[src/rtl/serial_adder_pkg.sv]
// Shared types for the bit-serial adder: FSM state encoding.
package serial_adder_pkg;

   typedef enum logic [1:0] {
      S_IDLE = 2'd0,
      S_RUN  = 2'd1,
      S_DONE = 2'd2
   } state_t;

   function automatic logic accepts_start(input state_t s);
      return (s == S_IDLE) || (s == S_DONE);
   endfunction

endpackage

[src/rtl/full_adder.sv]
// One-bit full adder used for each serial bit step.
module full_adder (
   input  logic a,
   input  logic b,
   input  logic cin,
   output logic sum,
   output logic carry
);

   assign sum   = a ^ b ^ cin;
   assign carry = (a & b) | (a & cin) | (b & cin);

endmodule

[src/rtl/serial_adder.sv]
// Bit-serial adder: one full adder, LSB-first, one bit per clock behind a start/done handshake.
module serial_adder
   import serial_adder_pkg::*;
#(
   parameter int WIDTH = 8
) (
   input  logic             clk,
   input  logic             rst,
   input  logic             start,
   input  logic [WIDTH-1:0] a,
   input  logic [WIDTH-1:0] b,
   input  logic             cin,
   output logic             busy,
   output logic             done,
   output logic [WIDTH-1:0] sum,
   output logic             cout
);

   localparam int            CW   = $clog2(WIDTH + 1);
   localparam logic [CW-1:0] LAST = CW'(WIDTH - 1);

   state_t           r_state;
   state_t           w_next;
   logic [WIDTH-1:0] r_sha;
   logic [WIDTH-1:0] r_shb;
   logic [WIDTH-1:0] r_sum_sh;
   logic [WIDTH-1:0] r_sum;
   logic [CW-1:0]    r_cnt;
   logic             r_carry;
   logic             r_cout;

   logic             w_accept;
   logic             w_run;
   logic             w_last;
   logic             w_s;
   logic             w_co;
   logic [WIDTH-1:0] w_sum_next;

   assign w_accept = start && accepts_start(r_state);
   assign w_run    = (r_state == S_RUN);
   assign w_last   = w_run && (r_cnt == LAST);

   full_adder u_fa (
      .a     (r_sha[0]),
      .b     (r_shb[0]),
      .cin   (r_carry),
      .sum   (w_s),
      .carry (w_co)
   );

   // New bit enters at the MSB; after WIDTH steps the LSB-first bits line up.
   always_comb begin
      w_sum_next            = r_sum_sh >> 1;
      w_sum_next[WIDTH-1]   = w_s;
   end

   always_ff @(posedge clk) begin
      if (rst) r_state <= S_IDLE;
      else     r_state <= w_next;
   end

   always_comb begin
      w_next = S_IDLE;
      case (r_state)
         S_IDLE:  w_next = start  ? S_RUN  : S_IDLE;
         S_RUN:   w_next = w_last ? S_DONE : S_RUN;
         S_DONE:  w_next = start  ? S_RUN  : S_IDLE;
         default: w_next = S_IDLE;
      endcase
   end

   always_comb begin
      busy = (r_state == S_RUN);
      done = (r_state == S_DONE);
   end

   always_ff @(posedge clk) begin
      if (rst) begin
         r_sha    <= '0;
         r_shb    <= '0;
         r_sum_sh <= '0;
         r_carry  <= 1'b0;
         r_cnt    <= '0;
         r_sum    <= '0;
         r_cout   <= 1'b0;
      end else if (w_accept) begin
         r_sha    <= a;
         r_shb    <= b;
         r_carry  <= cin;
         r_cnt    <= '0;
         r_sum_sh <= '0;
      end else if (w_run) begin
         r_sha    <= r_sha >> 1;
         r_shb    <= r_shb >> 1;
         r_carry  <= w_co;
         r_cnt    <= r_cnt + CW'(1);
         r_sum_sh <= w_sum_next;
         if (w_last) begin
            r_sum  <= w_sum_next;
            r_cout <= w_co;
         end
      end
   end

   assign sum  = r_sum;
   assign cout = r_cout;

endmodule

[config.mk]
export PLATFORM = sky130hd
export DESIGN_NAME = serial_adder
export DESIGN_NICKNAME = d
export VERILOG_FILES = /design/src/rtl/serial_adder_pkg.sv /design/src/rtl/full_adder.sv /design/src/rtl/serial_adder.sv
export SDC_FILE = /design/constraint.sdc
export NUM_CORES = 1
export LEC_CHECK = 0
export ABC_CLOCK_PERIOD_IN_PS = 2450
export BUFFER_PORTS_ARGS = -buffer_cell sky130_fd_sc_hd__buf_2
export CORE_UTILIZATION = 30
export CTS_CLUSTER_DIAMETER = 80
export CTS_CLUSTER_SIZE = 14
export DETAILED_ROUTE_END_ITERATION = 6
export GPL_TIMING_DRIVEN = 0
export SYNTH_ARGS = -nofsm -noshare
export SYNTH_HDL_FRONTEND = slang
export SYNTH_SLANG_ARGS = --single-unit
[constraint.sdc]
create_clock -name clk -period 2.45 [get_ports clk]
set_input_delay 0.735 -clock clk [delete_from_list [all_inputs] [get_ports clk]]
set_output_delay 0.735 -clock clk [all_outputs]
set_load 0.1 [all_outputs]
==> flow_summary.ini <==
[place]
globalplace.congestion = 0.730
portBuffers = 29
dp_hpwl_um = 2360
dpl-instance-area_um2 = 1780

[cells_and_area]
insertedDiodeCount = 0
regArea_um2 = 781
layout.core_utilization_pct = 38.9
design_area_um2 = 1890
drive_above_1_share_pct = 22.1
layout.nets = 238
num-fill-cells = 518
area_delta_synth_final_pct = 21.6
multiInputGateArea_um2 = 693

[routing]
vias = 1356
final_antenna_net_count = 0
wl_um = 3490
drc = 0
via_per_inst = 4.77
wl_per_cell_um = 12.3
drt_iter0_drc = 90
firstDrtPassIters = 4

[sta]
setup_viol_count_final = 0
period_needed_ps = 2330
final.period_utilization_pct = 95.2
total_negative_slack_ps = 0
final_worst_clock_skew_ps = 7.31
worst_slew_pin_slew_ps = 494
drv_slew = 0
achievable-frequency_mhz = 429
timing_hold_violations_final = 0
rsz0062_at_grt = no
relSlewSlack_pct = 67.0

[synth]
synth-xor-area-share_pct = 1.13
avgSynthCellArea_um2 = 8.62
synth-warning-count = 0
post_synth_main_area_contributors = sky130_fd_sc_hd__dfxtp_1 (50%), sky130_fd_sc_hd__nand2_1 (11%), sky130_fd_sc_hd__mux2i_1 (6.5%)
synth.most_common_cell = sky130_fd_sc_hd__nand2_1
synth_simple_gate_area_share_pct = 22.6
postSynthCellCount = 180
synth_top_family_by_area = simple AND/OR/NAND/NOR gates
synthDominantAreaCellType = sky130_fd_sc_hd__dfxtp_1
synth_compound_gate_area_share_pct = 12.4
synth-main-ff-cell = sky130_fd_sc_hd__dfxtp_1
yosys-top-cells-count = sky130_fd_sc_hd__nand2_1 (44), sky130_fd_sc_hd__dfxtp_1 (39), sky130_fd_sc_hd__nor3_1 (18)
sequential_cell_area_fraction_in_the_yosys_report_pct = 50.3
synth_seq_cells = 39
synthMuxAreaShare_pct = 6.45
synth_adder_area_share_pct = 2.10
async_reset_ff_share_pct = 0
syn_nets = 202
ys_types = 27
synth-edff-count = 0
yosysTopAreaCellShare_pct = 50.3
synthesis.area_um2 = 1550

[pwr]
cell_pwr_density_nw_per_um2 = 701
clockPowerShare_pct = 36.6
sw_share_pct = 26.0
net-switching-power_mw = 0.344
share_comb_of_total_power_pct = 12.0
share_seq_of_total_power_pct = 51.4
internal_power_mw = 0.979
power.ir.vdd_worst_mv = 0.311
power_leakage_nw = 0.715

[clock_tree]
clock-root-buffer = sky130_fd_sc_hd__clkbuf_8
cts.htree.levels = 2
clkTransAtPathRegs_ps = 70
cts.sink_count = 39
clkLatencyLatePin_ps = 300
cts_inserted_buffers = 5
holdBufCountCts = 0
tritoncts = done
cts_max_path_buffers = 2

[grt]
grt_pass1_wl_um = 5590
grt_max_degree = 13
number_of_antenna_violations_at_the_first_check_in_global_routing = 0
grt_remaining_overflow = 0
first_global_vias = 1185
overall_global_routing_usage_pct = 14.0

[critical_path]
end_kind = output port
max_stage_delay_ps = 390
start_kind = flop
worstSetupPathType = flop to output port
slowest_library_cell_on_the_worst_path = sky130_fd_sc_hd__dfxtp_1
cp_cell_sequence = nand2b_1 -> clkinv_1 -> buf_2 -> buf_4
required_ps = 1710
timing.critical_path.arrival_ps = 1600
cp_max_fo = 10

[floorplan]
boundaryPins = 31
start_util_pct = 32.0
chipHeight_um = 73.9
floorplan.rows = 25
fp.coreArea_um2 = 4850
die_x_um = 73.9
overall_die_area_um2 = 5460

[flow_run]
max_cap_violations = 0

[hold_path]
classification_of_the_worst_slack_hold_path = flop to flop

[run_status]
status = complete, no violations
## worst max-delay path: cells and delay by family, from the launching register on
family | cells | cell delay [ps]
buf+inv | 3 | 790
flops | 1 | 390
simple gates | 1 | 110
## what timing repair did
item	4_1_cts	5_1_grt
buffers inserted	0	0
gates resized for setup	1	0
setup endpoints to repair	1	0
## sequential cells by signal, indices dropped and copies added, names as in the netlist
register  flops
r_carry       1
r_state       2
r_sha         8
sum           8
r_shb         8
r_cnt         4
r_sum_sh      7
cout          1
## routing by layer
metal | track usage [%] | routed length (um) | vias up
met5 | 0 | 0 | -
met4 | 7.05 | 48 | 0
met3 | 3.70 | 223 | 6
met2 | 21.7 | 1520 | 47
met1 | 17.8 | 1700 | 620
li1 | - | - | 683
## final timing paths
| kind | start | to | slack [ps] | cells after the start |
|---|---|---|---|---|
| worst min register to register | sum[5] | sum[5] | 450 | 2 |
| worst min-delay path | sum[5] | sum[5] | 450 | 2 |
| worst max-delay path | r_state[0] | busy | 120 | 4 |
| worst max register to register | r_state[1] | r_shb[5] | 1060 | 5 |
## cell usage in the layout (no fill, tap or decap)
cell type                     n
sky130_fd_sc_hd__a21oi_1     14
sky130_fd_sc_hd__a22oi_1      3
sky130_fd_sc_hd__a31oi_1      4
sky130_fd_sc_hd__and2b_1      1
sky130_fd_sc_hd__buf_2       36
sky130_fd_sc_hd__buf_4        2
sky130_fd_sc_hd__buf_6        1
sky130_fd_sc_hd__clkbuf_1     3
sky130_fd_sc_hd__clkbuf_8     7
sky130_fd_sc_hd__clkinv_1     1
sky130_fd_sc_hd__clkinvlp_4   1
sky130_fd_sc_hd__dfxtp_1     39
sky130_fd_sc_hd__fa_1         1
sky130_fd_sc_hd__ha_1         1
sky130_fd_sc_hd__inv_1        1
sky130_fd_sc_hd__mux2i_1     10
sky130_fd_sc_hd__nand2_1     44
sky130_fd_sc_hd__nand2b_1     2
sky130_fd_sc_hd__nand3_1      5
sky130_fd_sc_hd__nand3b_1     2
sky130_fd_sc_hd__nor2_1       3
sky130_fd_sc_hd__nor2_4       1
sky130_fd_sc_hd__nor2b_1      1
sky130_fd_sc_hd__nor3_1      18
sky130_fd_sc_hd__o21ai_0      5
sky130_fd_sc_hd__o22ai_1      8
sky130_fd_sc_hd__or3_1        1
sky130_fd_sc_hd__xnor2_1      1
sky130_fd_sc_hd__xor2_1       1
## power by group through the flow
stage	clock (mW)	combinational [mW]	sequential, mW
global placement	0	0.155	0.694
finish	0.484	0.158	0.680
floorplan	0	0.112	0.691
CTS	0.499	0.158	0.680
global route	0.524	0.176	0.684
detailed placement	0	0.157	0.695
## through the flow
step,power [mW],hold slack [ps],setup WS (ps),std cells
6_report,1.32,453,118,284
5_1_grt,1.38,476,13.6,284
4_1_cts,1.34,457,118,284
3_5_place_dp,0.852,444,317,276
3_3_place_gp,0.850,439,302,276
2_1_floorplan,0.803,437,628,180
## cell families (layout without fill, tap and decap cells)
group,Yosys count,after routing
simple gates,78,78
buf+inv,15,52
fa+ha+maj,2,2
mux,10,10
compound gates,34,34
flops,39,39
xor+xnor,2,2
## layout make-up
type / count / area share [%]
Sequential cell: 39 / 41.4
Multi-Input combinational cell: 126 / 36.7
Timing Repair Buffer: 29 / 7.82
Clock buffer: 7 / 5.11
Tap cell: 67 / 4.44
Buffer: 13 / 3.71
Clock inverter: 1 / 0.398
Inverter: 2 / 0.398
Note: power is estimated with default switching activity, not from simulation.
